==> src/rtl/axis_quad_join_ctrl.sv <==
// ---------------------------------------------------------------------------
// axis_quad_join_ctrl
//
// Joins four independent AXI-Stream sample lanes into one lock-step beat for
// the quad adder. All four lanes are consumed in the same cycle or not at
// all. The joined stream is framed with a programmable beat count, and the
// module generates the output tlast itself. Every input tlast is checked
// against that frame boundary. On a mismatch the block parks in ERROR until
// clear_err is pulsed.
//
// Ports
//   CLK, resetn            clock, synchronous active-low reset
//   enable                 run request (sampled in IDLE and at frame end)
//   frame_len              beats per frame, latched at frame start
//   clear_err              pulse that leaves ERROR
//   sN_axis_* (N=0..3)     input lanes; tready is common to all lanes
//   m_axis_*               joined 4*SDATA_WIDTH output stream, lane 0 in LSBs
//   busy                   state != IDLE
//   frame_done             pulse the cycle after a tlast beat handshakes
//   err_tlast              sticky tlast-mismatch flag
//   beat_count             beats joined so far in the current frame
// ---------------------------------------------------------------------------
module axis_quad_join_ctrl #(
    parameter int unsigned SDATA_WIDTH = 128,
    parameter int unsigned LEN_WIDTH   = 16
) (
    input  logic                     CLK,
    input  logic                     resetn,
    input  logic                     enable,
    input  logic [LEN_WIDTH-1:0]     frame_len,
    input  logic                     clear_err,
    input  logic [SDATA_WIDTH-1:0]   s0_axis_tdata,
    input  logic                     s0_axis_tvalid,
    input  logic                     s0_axis_tlast,
    output logic                     s0_axis_tready,
    input  logic [SDATA_WIDTH-1:0]   s1_axis_tdata,
    input  logic                     s1_axis_tvalid,
    input  logic                     s1_axis_tlast,
    output logic                     s1_axis_tready,
    input  logic [SDATA_WIDTH-1:0]   s2_axis_tdata,
    input  logic                     s2_axis_tvalid,
    input  logic                     s2_axis_tlast,
    output logic                     s2_axis_tready,
    input  logic [SDATA_WIDTH-1:0]   s3_axis_tdata,
    input  logic                     s3_axis_tvalid,
    input  logic                     s3_axis_tlast,
    output logic                     s3_axis_tready,
    output logic [4*SDATA_WIDTH-1:0] m_axis_tdata,
    output logic                     m_axis_tvalid,
    output logic                     m_axis_tlast,
    input  logic                     m_axis_tready,
    output logic                     busy,
    output logic                     frame_done,
    output logic                     err_tlast,
    output logic [LEN_WIDTH-1:0]     beat_count
);

    localparam int unsigned MDATA_WIDTH = 4 * SDATA_WIDTH;

    typedef enum logic [1:0] {
        IDLE  = 2'd0,
        RUN   = 2'd1,
        ERROR = 2'd2
    } state_e;

    state_e                 state_q,      state_d;
    logic [LEN_WIDTH-1:0]   frame_len_q,  frame_len_d;
    logic [LEN_WIDTH-1:0]   beat_count_q, beat_count_d;
    logic [MDATA_WIDTH-1:0] tdata_q,      tdata_d;
    logic                   tvalid_q,     tvalid_d;
    logic                   tlast_q,      tlast_d;
    logic                   err_q,        err_d;
    logic                   done_q,       done_d;

    logic       can_accept_c;
    logic       all_valid_c;
    logic       fire_c;
    logic       gen_last_c;
    logic       mismatch_c;
    logic [3:0] lane_last_c;

    // State and output registers
    always_ff @(posedge CLK) begin
        if (!resetn) begin
            state_q      <= IDLE;
            frame_len_q  <= '0;
            beat_count_q <= '0;
            tdata_q      <= '0;
            tvalid_q     <= 1'b0;
            tlast_q      <= 1'b0;
            err_q        <= 1'b0;
            done_q       <= 1'b0;
        end else begin
            state_q      <= state_d;
            frame_len_q  <= frame_len_d;
            beat_count_q <= beat_count_d;
            tdata_q      <= tdata_d;
            tvalid_q     <= tvalid_d;
            tlast_q      <= tlast_d;
            err_q        <= err_d;
            done_q       <= done_d;
        end
    end

    // Join, framing and error handling
    always_comb begin
        state_d      = state_q;
        frame_len_d  = frame_len_q;
        beat_count_d = beat_count_q;
        tdata_d      = tdata_q;
        tvalid_d     = tvalid_q;
        tlast_d      = tlast_q;
        err_d        = err_q;
        done_d       = tvalid_q && m_axis_tready && tlast_q;
        fire_c       = 1'b0;

        can_accept_c = !tvalid_q || m_axis_tready;
        all_valid_c  = s0_axis_tvalid && s1_axis_tvalid && s2_axis_tvalid && s3_axis_tvalid;
        // frame_len_q is never 0 while in RUN, so the subtraction cannot wrap there
        gen_last_c   = (beat_count_q == (frame_len_q - LEN_WIDTH'(1)));
        lane_last_c  = {s3_axis_tlast, s2_axis_tlast, s1_axis_tlast, s0_axis_tlast};
        mismatch_c   = (lane_last_c != {4{gen_last_c}});

        if (state_q == RUN) begin
            fire_c = all_valid_c && can_accept_c;
        end

        // Output register: load on fire, drain when the consumer takes the beat
        if (fire_c) begin
            tdata_d      = {s3_axis_tdata, s2_axis_tdata, s1_axis_tdata, s0_axis_tdata};
            tvalid_d     = 1'b1;
            // a mismatched beat is forwarded as a frame end so the adder closes it
            tlast_d      = gen_last_c || mismatch_c;
            beat_count_d = gen_last_c ? '0 : beat_count_q + LEN_WIDTH'(1);
        end else if (can_accept_c) begin
            tvalid_d = 1'b0;
        end

        case (state_q)
            IDLE: begin
                if (enable && (frame_len != '0)) begin
                    frame_len_d  = frame_len;
                    beat_count_d = '0;
                    state_d      = RUN;
                end
            end
            RUN: begin
                if (fire_c) begin
                    if (mismatch_c) begin
                        err_d   = 1'b1;
                        state_d = ERROR;
                    end else if (gen_last_c) begin
                        // back-to-back frames without a bubble while enable holds
                        if (enable && (frame_len != '0)) begin
                            frame_len_d = frame_len;
                        end else begin
                            state_d = IDLE;
                        end
                    end
                end
            end
            ERROR: begin
                if (clear_err) begin
                    err_d        = 1'b0;
                    beat_count_d = '0;
                    state_d      = IDLE;
                end
            end
            default: begin
                state_d = IDLE;
            end
        endcase
    end

    // One shared ready: a lane is never consumed on its own
    assign s0_axis_tready = fire_c;
    assign s1_axis_tready = fire_c;
    assign s2_axis_tready = fire_c;
    assign s3_axis_tready = fire_c;

    assign m_axis_tdata   = tdata_q;
    assign m_axis_tvalid  = tvalid_q;
    assign m_axis_tlast   = tlast_q;
    assign busy           = (state_q != IDLE);
    assign frame_done     = done_q;
    assign err_tlast      = err_q;
    assign beat_count     = beat_count_q;

endmodule

==> config.mk <==
export PLATFORM = sky130hd
export DESIGN_NAME = axis_quad_join_ctrl
export DESIGN_NICKNAME = d
export VERILOG_FILES = /design/src/rtl/axis_quad_join_ctrl.sv
export SDC_FILE = /design/constraint.sdc
export NUM_CORES = 1
export LEC_CHECK = 0
export BUFFER_PORTS_ARGS = -buffer_cell sky130_fd_sc_hd__buf_2
export CORE_AREA = 2 2 417 419
export CTS_CLUSTER_DIAMETER = 200
export DETAILED_ROUTE_END_ITERATION = 8
export DIE_AREA = 0 0 419 421
export HOLD_SLACK_MARGIN = 0.1
export PLACE_DENSITY_LB_ADDON = 0.3
export SYNTH_ARGS = -nofsm -noshare
export SYNTH_HDL_FRONTEND = slang
export SYNTH_SLANG_ARGS = --single-unit
export TNS_END_PERCENT = 5
==> constraint.sdc <==
create_clock -name CLK -period 3.87 [get_ports CLK]
set_input_delay 0.774 -clock CLK [delete_from_list [all_inputs] [get_ports CLK]]
set_output_delay 0.774 -clock CLK [all_outputs]
set_load 0.02 [all_outputs]
==> results.md, run 1 <==
- Each instance of the synthesized netlist takes up on average 8.31 µm².
- For this design, the CTS-stage hold fixing added 0 buffers.
- The root cell of the clock tree is clkbuf_16.
- The area of the multi-input gates is 9560 µm².
- The maximum level of the CTS H-tree is 3.
- The number of vias per cell is 3.62.
- The number of antenna violations at the first check in global routing is 75.
- The non-filler instance count after layout is 5,968.
- Between clock sinks in the finished design, the worst skew comes to 0.0446 ns.
- By count the netlist is led by 1,040 x nand2_1, 550 x dfxtp_1, 513 x a21boi_0.
- Clock-pin slew was measured on the worst setup and hold paths at 0.06 ns.
- The total DRC errors in the routed layout is 0.
- The leakage power of the design is 13.1 nW.
- Clock tree synthesis inserted a total of 76 buffers.
- The number of cells traversed by the worst register-to-register path is 8.
- The sequential standard cell area is 11,000 µm².
- Input and output buffers added on the ports amount to 1,077.
- The setup slack at placement is 0.784 ns.
- After detailed routing, the total wire length is 118,000 µm.
- The largest stage delay on the critical path is 0.42 ns.
- The width of the die is 419 µm.
- The worst setup path is launched from a register.
- The total power per unit cell area is 437 nW/µm².
- The portion of synthesized cell area occupied by the leading cell type is 51.4%.
- The reg-to-reg critical path startpoint is frame_len_q[2].
- The type of the most critical hold path is in2reg.
- The CTS tree is done.
- The area growth from synthesis to layout is 49.2%.
- The routed length per placed instance is 19.7 µm.
- The fraction of met1 tracks used by global routing is 14.7%.
- CTS saw 550 sinks.
- Cells with a size suffix above 1 make up 34.7% of the layout.
- The number of buffers and inverters on the critical path is 2.
- Routability-driven placement finished with a final weighted congestion of 0.947.
- Based on the critical path, the design can be clocked at up to 318 MHz.
- The kind of end point of the critical path is an output pin.
- The start point of the worst hold path is s0_axis_tdata[114].
- The region available for standard cell placement spans 172,000 µm².
- The relative slew slack is 51.0%.
- The first global-routing pass estimated 161,000 µm of wire.
- nand2_1 is the most common cell in the netlist.
- The share of synthesized flip-flops with an asynchronous set or reset is 0%.
- The starting density of the core is 12.4%.
- The post-synthesis sequential area ratio is 51.4%.
- Overall power consumption after layout is estimated at 14.0 mW.
- The period utilization is 81.2%.
- The cell type with the highest aggregate area in the netlist is dfxtp_1.
- The number of hold-slack violations in the final timing report is 0.
- The layer carrying the most global-route usage is met2.
- At the end of the flow the core is filled with cells to 18.5%.
- For met3 alone, demand over resource in global routing was 4.89%.
- Counting distinct cell types in the post-synthesis netlist gives 49.
- The maximum number of pins on one net before global-route repair is 137.
- The post-place instance area is 29,400 µm².
- The setup TNS is 0 ns.
- The wire-length estimate of the detail-placed layout is 92,400 µm.
- The last element of the critical path is s0_axis_tready.
- The synthesized net count is 3,122.
- For the worst-skew pair, the clock arrives at the later sink with an insertion delay of 0.70 ns.
- The total non-filler cell area in the finished layout is 32,000 µm².
- The path type of the worst setup path is reg2out.
- The synthesized area is 21,400 µm².
- The most frequently used flop master after synthesis is dfxtp_1.
- At the pin with the least slew margin, the transition time is 0.735 ns.
- The die covers 176,000 µm².
- After clock tree synthesis, the setup repair step added 0 buffers.
- The worst setup margin is 0.727 ns.
- The worst IR drop on VDD is 0.000365 V.
- Synthesis inferred 550 register bits.
- The via count of the first global-routing pass is 20,600.
- The signal on the critical path passes through nor2b_1 > nand3b_1 > inv_8 > buf_2.
- The post-detailed-route count of antenna-violating nets is 0.
- The number of enable-type register cells in the synthesized netlist is 0.
- The die span in y is 421 µm.
- The aggregate global-route resource usage is 12.8%.
- The DRC violation total after the first TritonRoute iteration is 1,167.
- In this run the count of I/O pins placed on the die edge is 1,078.
- Setup repair after global routing left no endpoint under its margin.
- The most critical setup path has its startpoint at state_q[1].
- Across the run, the number of max-cap violations was 0.
- Setup violations remaining at the end of the flow were counted as 0.
- In this run the critical register-to-register path is captured at frame_len_q[3].
- Along the worst path, the maximum fanout reaches 46.
- The family with the most delay on the worst path is buffers and inverters.
- The worst hold slack is 0.319 ns.
- For this design, the slowest cell found on the critical path is inv_8.
- For this block, the via count after detailed routing is 21,600.
- The first TritonRoute pass finished after 5 iterations.
- The final max-slew violation count was 0.
- The fill cell instance count of the final layout is 19,700.
- The site row count is 153.
- Across all register-to-register paths, the minimum setup slack is 0.80 ns.
- For this run, the number of Yosys warnings is 0.
- The remaining global-route overflow is 0.
- STA puts the critical path data required time at 3.10 ns.
- Sorting the synthesized cells by area gives the leading types as dfxtp_1 51%, nand2_1 18%, a21boi_0 18%.
- The final period demand of the worst path is 3.14 ns.
- The run finished with clean final reports.
- No sink is reached through more buffers than the 3 on the longest clock path.
- The critical path depth is 4.
- The count of nets after finishing is 4,109.
- At the worst endpoint, the arrival time is 2.37 ns.
- After clock tree synthesis, the repair step resized 0 gates.
- The met2 track utilization from global routing is 21.0%.
- The number of placed cells counting well taps is 5,813.
- Synthesis produced 2,579 cells.
-- flip-flops by register name, indices dropped and copies added (netlist names) --
name,cells
beat_count,16
err_tlast,1
frame_done,1
frame_len_q,16
m_axis_tdata,512
m_axis_tlast,1
m_axis_tvalid,1
state_q,2
-- metal layers --
layer	routed length, µm	part of all wire [%]
met1	46800	40
met3	10600	9.0
met2	56100	48
met4	3950	3.4
met5	421	0.36
-- cell type report --
type / count / area share (%)
antenna: 18 / 0.141
clock buffer: 101 / 6.56
clock inverter: 36 / 1.36
inverter: 9 / 0.129
multi-input combinational: 1812 / 29.9
sequential: 550 / 34.4
tap: 2325 / 9.10
timing repair buffer: 1117 / 18.4
-- worst reg2reg max path: cells and delay by family, from the launching register on --
family / cells / cell delay (ns)
AOI/OAI and AO/OA: 1 / 0.11
and+or+nand+nor: 5 / 2.15
DFF: 1 / 0.37
buffers and inverters: 1 / 0.19
xor gates and xnor gates: 1 / 0.15
-- report_power, final --
group / switching (mW) / internal, mW
sequential: 0.0562 / 5.73
clock: 3.04 / 4.14
combinational: 0.569 / 0.438
-- placed cells by master, fill, tap and decap left out, types with 16 or more instances in the layout --
cell type     n
nand2_1    1040
buf_4        26
dfxtp_1     550
xnor2_1      22
and3_1       18
a31oi_1      17
a21boi_0    513
and4b_1      16
buf_2      1076
nand3_1      40
clkbuf_16    76
nor3_1       23
diode_2      18
-- worst min path at each step --
stage	end	depth (start not counted)
5_1_grt	m_axis_tdata[265]	3
2_1_floorplan	frame_len_q[15]	2
6_report	m_axis_tdata[114]	3
3_3_place_gp	m_axis_tdata[488]	2
3_5_place_dp	m_axis_tdata[101]	2
4_1_cts	m_axis_tdata[202]	3
-- cells by family after synthesis --
kind of cell / after synthesis / share of synthesized area (%)
and+or+nand+nor: 1200 / 22.9
AOI/OAI and AO/OA: 575 / 20.2
DFF: 550 / 51.4
buffers and inverters: 217 / 4.01
xor gates and xnor gates: 34 / 1.39
adders and majority gates: 2 / 0.117
muxes: 1 / 0.0467
Power figures use the tool's default switching activity.
==> run 2, diff against run 1 <==
clock period = 3.3 ns   (was 3.87 ns; I/O delays follow)
==> run 2 against run 1 <==
Compared with the run above: sequential power rose by 17%; first-iteration DRC count rose by 1.9%; global-route usage fell by 0.26 points; routed wire length fell by 1.2%; combinational power rose by 22%; register-to-register slack got worse by 0.46 ns; final cell count rose by 0.18%; clock power rose by 11%; worst setup slack got worse by 0.39 ns; clock-buffer cell count rose by 13; die area did not move; sequential share of layout area rose by 0.061 points; largest cell class unchanged; largest power group unchanged.
==> results.md, run 2 (synthesis gave the netlist of run 1 again) <==
- Outcome: finished clean (unchanged).
- The maximum level of the CTS H-tree came to 3 (unchanged).
- Subtracting the final worst setup slack from the clock period gives 2.96 ns.
- The final core utilization is 18.5% (about the same).
- After layout, the worst path uses 89.7% of the clock period.
- The clock transition time at the flip-flop clock pins of the worst setup and hold paths is 0.06 ns (about the same).
- The kind of end point of the critical path was a register (was output pin).
- The path type of the worst setup path is reg2reg (was reg2out).
- The data arrival time of the critical path is 3.50 ns (was 2.37 ns).
- The final max-slew violation count is 0 (unchanged).
- The worst IR drop on VDD is 0.000331 V (was 0.000365 V).
- Cells traversed along the worst timing path: or4_1 > nor4_1 > xnor2_1 > nor4_1 > and4_1 > and2_1 > buf_12 > o211ai_1 (was nor2b_1 > nand3b_1 > inv_8 > buf_2).
- The detailed-route via count is 21,700 (was 21,600).
- The total DRC errors in the routed layout came to 0 (unchanged).
- The post-CTS setup-driven buffer insertion count is 0 (unchanged).
- The DRC violation total after the first TritonRoute iteration was 1,189 (was 1,167).
- The max-capacitance violation count is 0 (unchanged).
- The post-detailed-route count of antenna-violating nets is 0 (unchanged).
- The starting density of the core is 12.4% (unchanged).
- The largest stage delay on the critical path is 0.69 ns (was 0.42 ns).
- The HPWL after detailed placement came to 92,600 µm (was 92,400 µm).
- The buffering stage count on the worst path with inverters included came to 1 (was 2).
- The global-route wire length before repair is 158,000 µm (was 161,000 µm).
- The sink count of the clock tree is 550 (unchanged).
- The remaining global-route overflow is 0 (unchanged).
- The total wirelength of the detailed-routed design came to 116,000 µm (was 118,000 µm).
- The die span in y is 421 µm (unchanged).
- The sequential standard cell area is 11,000 µm² (unchanged).
- The width of the die came to 419 µm (unchanged).
- The via count of the first global-routing pass came to 20,700 (was 20,600).
- The number of buffers added by the clock tree synthesis step came to 71 (was 76).
- The number of top-level pins was 1,078 (unchanged).
- The transition time at the pin with the least slew margin is 0.958 ns (was 0.735 ns).
- The required time of the worst setup path is 3.84 ns (was 3.10 ns).
- The overall die area is 176,000 µm² (unchanged).
- The setup TNS is 0 ns (unchanged).
- The number of hold-slack violations in the final timing report is 0 (unchanged).
- The CTS tree is done (unchanged).
- The largest clock skew in the final design is 0.0267 ns (was 0.0446 ns).
- The routed length per placed instance was 19.5 µm (was 19.7 µm).
- The flip-flop count of the largest register, all copies and words added is 512 (unchanged).
- The nature of the critical path startpoint is a register (unchanged).
- The commonest non-fill, non-tap cell in the layout is buf_2 (unchanged).
- The maximum number of pins on one net before global-route repair came to 117 (was 137).
- Derived from the worst setup path, the maximum achievable clock frequency is 338 MHz.
- The number of vias per cell is 3.62 (about the same).
- The number of setup violations in the final report is 0 (unchanged).
- The number of port buffers came to 1,077 (unchanged).
- The hold-fix buffer count after cts came to 0 (unchanged).
- The type of the most critical hold path is in2reg (unchanged).
- The number of antenna violations at the first check in global routing came to 64 (was 75).
- The aggregate global-route resource usage is 12.5% (was 12.8%).
- The core box area was 172,000 µm² (unchanged).
- The non-filler instance count after layout is 5,979 (was 5,968).
- The family with the most delay on the worst path is simple AND/OR/NAND/NOR gates (was buffers and inverters).
- The site row count is 153 (unchanged).
- Most used cells in the layout excluding fill and tap cells: 1,076 x buf_2, 1,040 x nand2_1, 550 x dfxtp_1, 513 x a21boi_0, 73 x clkbuf_16 (was 1,076 x buf_2, 1,040 x nand2_1, 550 x dfxtp_1, 513 x a21boi_0, 76 x clkbuf_16).
- The root cell of the clock tree is clkbuf_16 (unchanged).
- The slowest cell on the critical path is or4_1 (was inv_8).
- The area of the multi-input gates is 9560 µm² (unchanged).
- The area added between synthesis and finish is 48.9% (was 49.2%).
- The later-pin clock latency in the skew report came to 0.68 ns (was 0.70 ns).
- The proportion of layout cells with a drive suffix above 1 is 34.7% (about the same).
- The relative slew slack was 35.9% (was 51.0%).
- Unrepaired setup endpoints after global routing: no (unchanged).
- The number of cells upsized or downsized after cts is 0 (unchanged).
- The count of nets after finishing is 4,123 (was 4,109).
- The start point of the worst hold path is s2_axis_tdata[120] (was s0_axis_tdata[114]).
- The fill cell instance count of the final layout came to 19,700 (about the same).
- The reg-to-reg critical path startpoint is frame_len_q[3] (was frame_len_q[2]).
- The maximum fanout count along the critical path came to 16 (was 46).
- The number of iterations in the first detailed-routing pass is 5 (unchanged).
- The leakage power of the design is 13.1 nW (about the same).
- The number of placed cells counting well taps is 5,832 (was 5,813).
- The largest buffer count on any clock path is 3 (unchanged).
- The cell occurring most often along the worst timing path is nor4_1.
- The launching instance or port of the critical path is frame_len_q[3] (was state_q[1]).
- The total power per unit cell area was 500 nW/µm² (was 437 nW/µm²).
- The routability congestion estimate from global placement was 0.945 (was 0.947).
## run 2: area by class of cell
type / instances / share of cell area [%]
flip-flops and latches: 550 / 34.5
multi-input cells: 1812 / 30.0
repair buffers: 1136 / 18.8
well taps: 2325 / 9.11
clock buffers: 114 / 6.77
clock inverters: 13 / 0.596
diodes: 20 / 0.157
inverters: 9 / 0.129
## run 2: worst paths after layout
kind | slack [ns] | endpoint | depth (start not counted)
max | 0.34 | frame_len_q[1] | 8
min | 0.23 | m_axis_tdata[376] | 3
max reg2reg | 0.34 | frame_len_q[1] | 8
min reg2reg | 0.46 | m_axis_tdata[0] | 2
## run 2: through the flow
step                power [mW]  worst slack [ns]  cell area (µm²)  hold slack, ns
CTS                       16.3             0.316            31900           0.127
global route              16.6             0.191            31900           0.168
finish                    16.0             0.339            31900           0.225
detailed placement        8.16             0.389            29500           0.452
floorplan                 7.48             0.169            21400           0.494
global placement          8.16             0.334            29500           0.447
## run 2: metal layers
layer / global-route usage, % / vias to the layer above / part of all wire, %
met4: 4.00 / 62 / 2.3
met5: 0 / - / 0.32
met2: 21.3 / 700 / 48
met3: 4.17 / 202 / 7.9
met1: 14.8 / 10200 / 41
li1: - / 10500 / -
## run 2: worst register-to-register path, cell delays in order, from the launching register on
cell      delay [ns]
dfxtp_1         0.36
or4_1           0.69
nor4_1          0.38
xnor2_1         0.15
nor4_1          0.38
and4_1          0.38
and2_1          0.21
buf_12          0.17
o211ai_1        0.11
## run 2: power breakdown
| group | switching, mW | total [mW] | internal, mW | leakage, nW |
|---|---|---|---|---|
| Combinational | 0.705 | 1.23 | 0.526 | 7.55 |
| Clock | 3.27 | 7.94 | 4.67 | 1.15 |
| Sequential | 0.0535 | 6.78 | 6.72 | 4.44 |
| Total | 4.03 | 16.0 | 11.9 | 13.1 |
==> run 3, diff against run 2 <==
--- a/config.mk
+++ b/config.mk
@@ -13,4 +13,5 @@
 export HOLD_SLACK_MARGIN = 0.1
 export PLACE_DENSITY_LB_ADDON = 0.3
+export SETUP_SLACK_MARGIN = 0.5
 export SYNTH_ARGS = -nofsm -noshare
 export SYNTH_HDL_FRONTEND = slang
==> constraint.sdc (replaced) <==
create_clock -name CLK -period 3.3 [get_ports CLK]
set_input_delay 0.165 -clock CLK [delete_from_list [all_inputs] [get_ports CLK]]
set_output_delay 0.165 -clock CLK [all_outputs]
set_load 0.02 [all_outputs]
==> run 3 against run 2 <==
Compared with the run above: sequential power hardly changed; worst setup slack improved by 0.026 ns; design area is 17% higher; clock-buffer cell count is 6 lower; register-to-register slack improved by 0.03 ns; hold slack improved by 0.0025 ns; final cell count is 8.8% higher; critical path type unchanged; critical endpoint is now beat_count[15]; highest routed layer unchanged.
==> results.md, run 3 (synthesis gave the netlist of run 1 again) <==
- Outcome: finished clean (unchanged).
- The CTS tree is done (unchanged).
- The data arrival time of the critical path is 3.49 ns (was 3.50 ns).
- The DRC violation total after the first TritonRoute iteration is 1,456 (was 1,189).
- The count of nets after finishing is 4,652 (was 4,123).
- The nature of the critical path startpoint is a register (unchanged).
- The fmax is 341 MHz (was 338 MHz).
- The share of total power in combinational logic is 10.8% (was 7.7%).
- The sequential fraction of design power is 40.7% (was 42.5%).
- The worst IR drop on VDD is 0.000319 V (was 0.000331 V).
- The global-route wire length before repair is 175,000 µm (was 158,000 µm).
- The total non-filler cell area in the finished layout was 37,300 µm² (was 31,900 µm²).
- The routed length per placed instance came to 19.3 µm (was 19.5 µm).
- The path type of the worst setup path is reg2reg (unchanged).
- The setup slack on the worst flop-to-flop path is 0.37 ns (was 0.34 ns).
- The final period demand of the worst path was 2.93 ns (was 2.96 ns).
- The number of cells traversed by the worst register-to-register path is 8 (unchanged).
- The width of the die was 419 µm (unchanged).
- The relative slew slack came to 44.2% (was 35.9%).
- The number of hold-slack violations in the final timing report is 0 (unchanged).
- The starting density of the core is 12.4% (unchanged).
- The number of vias per cell was 3.68 (was 3.62).
- Most used cells in the layout excluding fill and tap cells: 1,076 x buf_2, 1,040 x nand2_1, 548 x dfxtp_1, 535 x dlygate4sd3_1, 513 x a21boi_0 (was 1,076 x buf_2, 1,040 x nand2_1, 550 x dfxtp_1, 513 x a21boi_0, 73 x clkbuf_16).
- The number of antenna violations at the first check in global routing is 47 (was 64).
- The type of the most critical hold path was in2reg (unchanged).
- The setup TNS came to 0 ns (unchanged).
- The routability congestion estimate from global placement is 0.983 (was 0.945).
- The capturing point of the worst reg2reg path is beat_count[15] (was frame_len_q[1]).
- The via count of the first global-routing pass is 23,400 (was 20,700).
- The total power per unit cell area is 447 nW/µm² (was 500 nW/µm²).
- The post-detailed-route count of antenna-violating nets is 0 (unchanged).
- The largest clock skew in the final design is 0.0239 ns (was 0.0267 ns).
- The overall die area is 176,000 µm² (unchanged).
- The post-place instance area is 29,400 µm² (was 29,500 µm²).
- The reg-to-reg critical path startpoint is frame_len_q[10] (was frame_len_q[3]).
- The root cell of the clock tree is clkbuf_16 (unchanged).
- The kind of end point of the critical path is a register (unchanged).
- The sink count of the clock tree is 550 (unchanged).
- The number of iterations in the first detailed-routing pass is 5 (unchanged).
- The last element of the critical path is beat_count[15] (was frame_len_q[1]).
- The required time of the worst setup path is 3.85 ns (was 3.84 ns).
- The maximum number of pins on one net before global-route repair is 138 (was 117).
- The aggregate global-route resource usage is 13.7% (was 12.5%).
- The cell internal power dissipation was 12.4 mW (was 11.9 mW).
- The final total power came to 16.7 mW (was 16.0 mW).
- The total wirelength of the detailed-routed design is 125,000 µm (was 116,000 µm).
- The number of top-level pins came to 1,078 (unchanged).
- The clock transition time at the flip-flop clock pins of the worst setup and hold paths came to 0.06 ns (about the same).
- The detailed-route via count was 24,000 (was 21,700).
- The commonest non-fill, non-tap cell in the layout is buf_2 (unchanged).
- The proportion of layout cells with a drive suffix above 1 is 30.6% (was 34.7%).
- The HPWL after detailed placement is 96,900 µm (was 92,600 µm).
- The launching instance or port of the critical path was frame_len_q[10] (was frame_len_q[3]).
- The max-capacitance violation count was 0 (unchanged).
- The number of setup violations in the final report is 0 (unchanged).
- The period utilization is 88.9% (was 89.7%).
- The site row count is 153 (unchanged).
- The number of port buffers is 1,077 (unchanged).
- The number of buffers added by the clock tree synthesis step is 74 (was 71).
- The transition time at the pin with the least slew margin is 0.834 ns (was 0.958 ns).
- The maximum fanout count along the critical path is 8 (was 16).
- The core box area is 172,000 µm² (unchanged).
- The later-pin clock latency in the skew report is 0.69 ns (was 0.68 ns).
- Unrepaired setup endpoints after global routing: yes (was no).
- The switching part of the total is 25.9% (was 25.2%).
- The largest buffer count on any clock path is 3 (unchanged).
- The switching power total is 4.32 mW (was 4.03 mW).
- The area added between synthesis and finish was 74.2% (was 48.9%).
- The maximum level of the CTS H-tree was 3 (unchanged).
- The flip-flop count of the largest register, all copies and words added is 512 (unchanged).
- The portion of total power attributed to the clock network is 48.5% (was 49.8%).
- The remaining global-route overflow is 0 (unchanged).
- The final max-slew violation count is 0 (unchanged).
- The total DRC errors in the routed layout is 0 (unchanged).
- The die span in y is 421 µm (unchanged).
- The leakage power of the design came to 15.4 nW (was 13.1 nW).
[run 3: cell types whose count changed in the layout (fill, tap and decap cells not counted), moves of 3 or more]
cell,previous run,this run
diode_2,20,16
dlygate4sd3_1,0,535
inv_6,4,0
buf_4,47,37
clkbuf_1,23,12
or4_1,5,2
clkinv_4,2,5
clkbuf_8,18,21
or4_4,0,3
clkinv_2,1,8
[run 3: final cells by class]
cell class,count,area (µm²)
fillers,19400,135000
repair buffers,1662,11300
flip-flops and latches,550,11000
multi-input cells,1812,9600
well taps,2325,2910
clock buffers,108,2210
clock inverters,21,214
inverters,9,60.1
diodes,16,40.0
[run 3: worst min path at each step]
stage                                  start                 to  slack [ns]  cells after the start
final                         s1_axis_tvalid         state_q[0]        0.23                      6
after global routing       s1_axis_tdata[90]  m_axis_tdata[218]        0.22                      4
after CTS                     s1_axis_tvalid         state_q[0]        0.15                      6
after detailed placement  s3_axis_tdata[105]  m_axis_tdata[489]        0.42                      3
after global placement     s3_axis_tdata[36]  m_axis_tdata[420]        0.41                      3
after floorplan             s0_axis_tdata[0]    m_axis_tdata[0]        0.31                      2
[run 3: routing by layer]
layer	wire length, µm	vias up	global-route usage, %	part of all wire [%]
met2	59300	869	22.9	47
met1	55400	11300	17.6	44
met4	2860	30	3.34	2.3
met3	7670	178	3.11	6.1
li1	-	11500	-	-
met5	189	-	0	0.15
[run 3: worst max-delay path: stages (launching register included)]
cell and delay, ns:
dfxtp_4 0.35, or4_4 0.54, or3_4 0.40, or4_4 0.50, a211oi_2 0.18, nand4_1 0.16
nor4_4 0.42, buf_6 0.19, nor3_1 0.05
[run 3: repair_timing]
| item | in CTS | in global routing |
|---|---|---|
| gates cloned | 0 | 1 |
| endpoints found under the setup margin | 39 | 38 |
| hold endpoints to repair | 550 | 0 |
| setup buffers | 1 | 2 |
| hold buffers | 535 | 0 |
| pin swaps | 1 | 5 |
| gates resized for setup | 2 | 14 |
[run 3: power by group through the flow]
stage	registers (mW)	logic, mW	clock network [mW]
after detailed placement	6.93	1.24	0
after global placement	6.93	1.24	0
after global routing	6.80	1.94	8.66
after floorplan	6.99	0.494	0
after CTS	6.79	1.80	8.42
final	6.79	1.80	8.09
[run 3: stage by stage]
step	instances	worst slack (ns)	util [%]	hold WS (ns)
global route	6496	0.262	21.6	0.220
detailed placement	5819	0.408	17.1	0.423
finish	6503	0.365	21.6	0.228
global placement	5819	0.331	17.1	0.415
floorplan	2579	0.423	-	0.310
CTS	6484	0.401	21.6	0.153
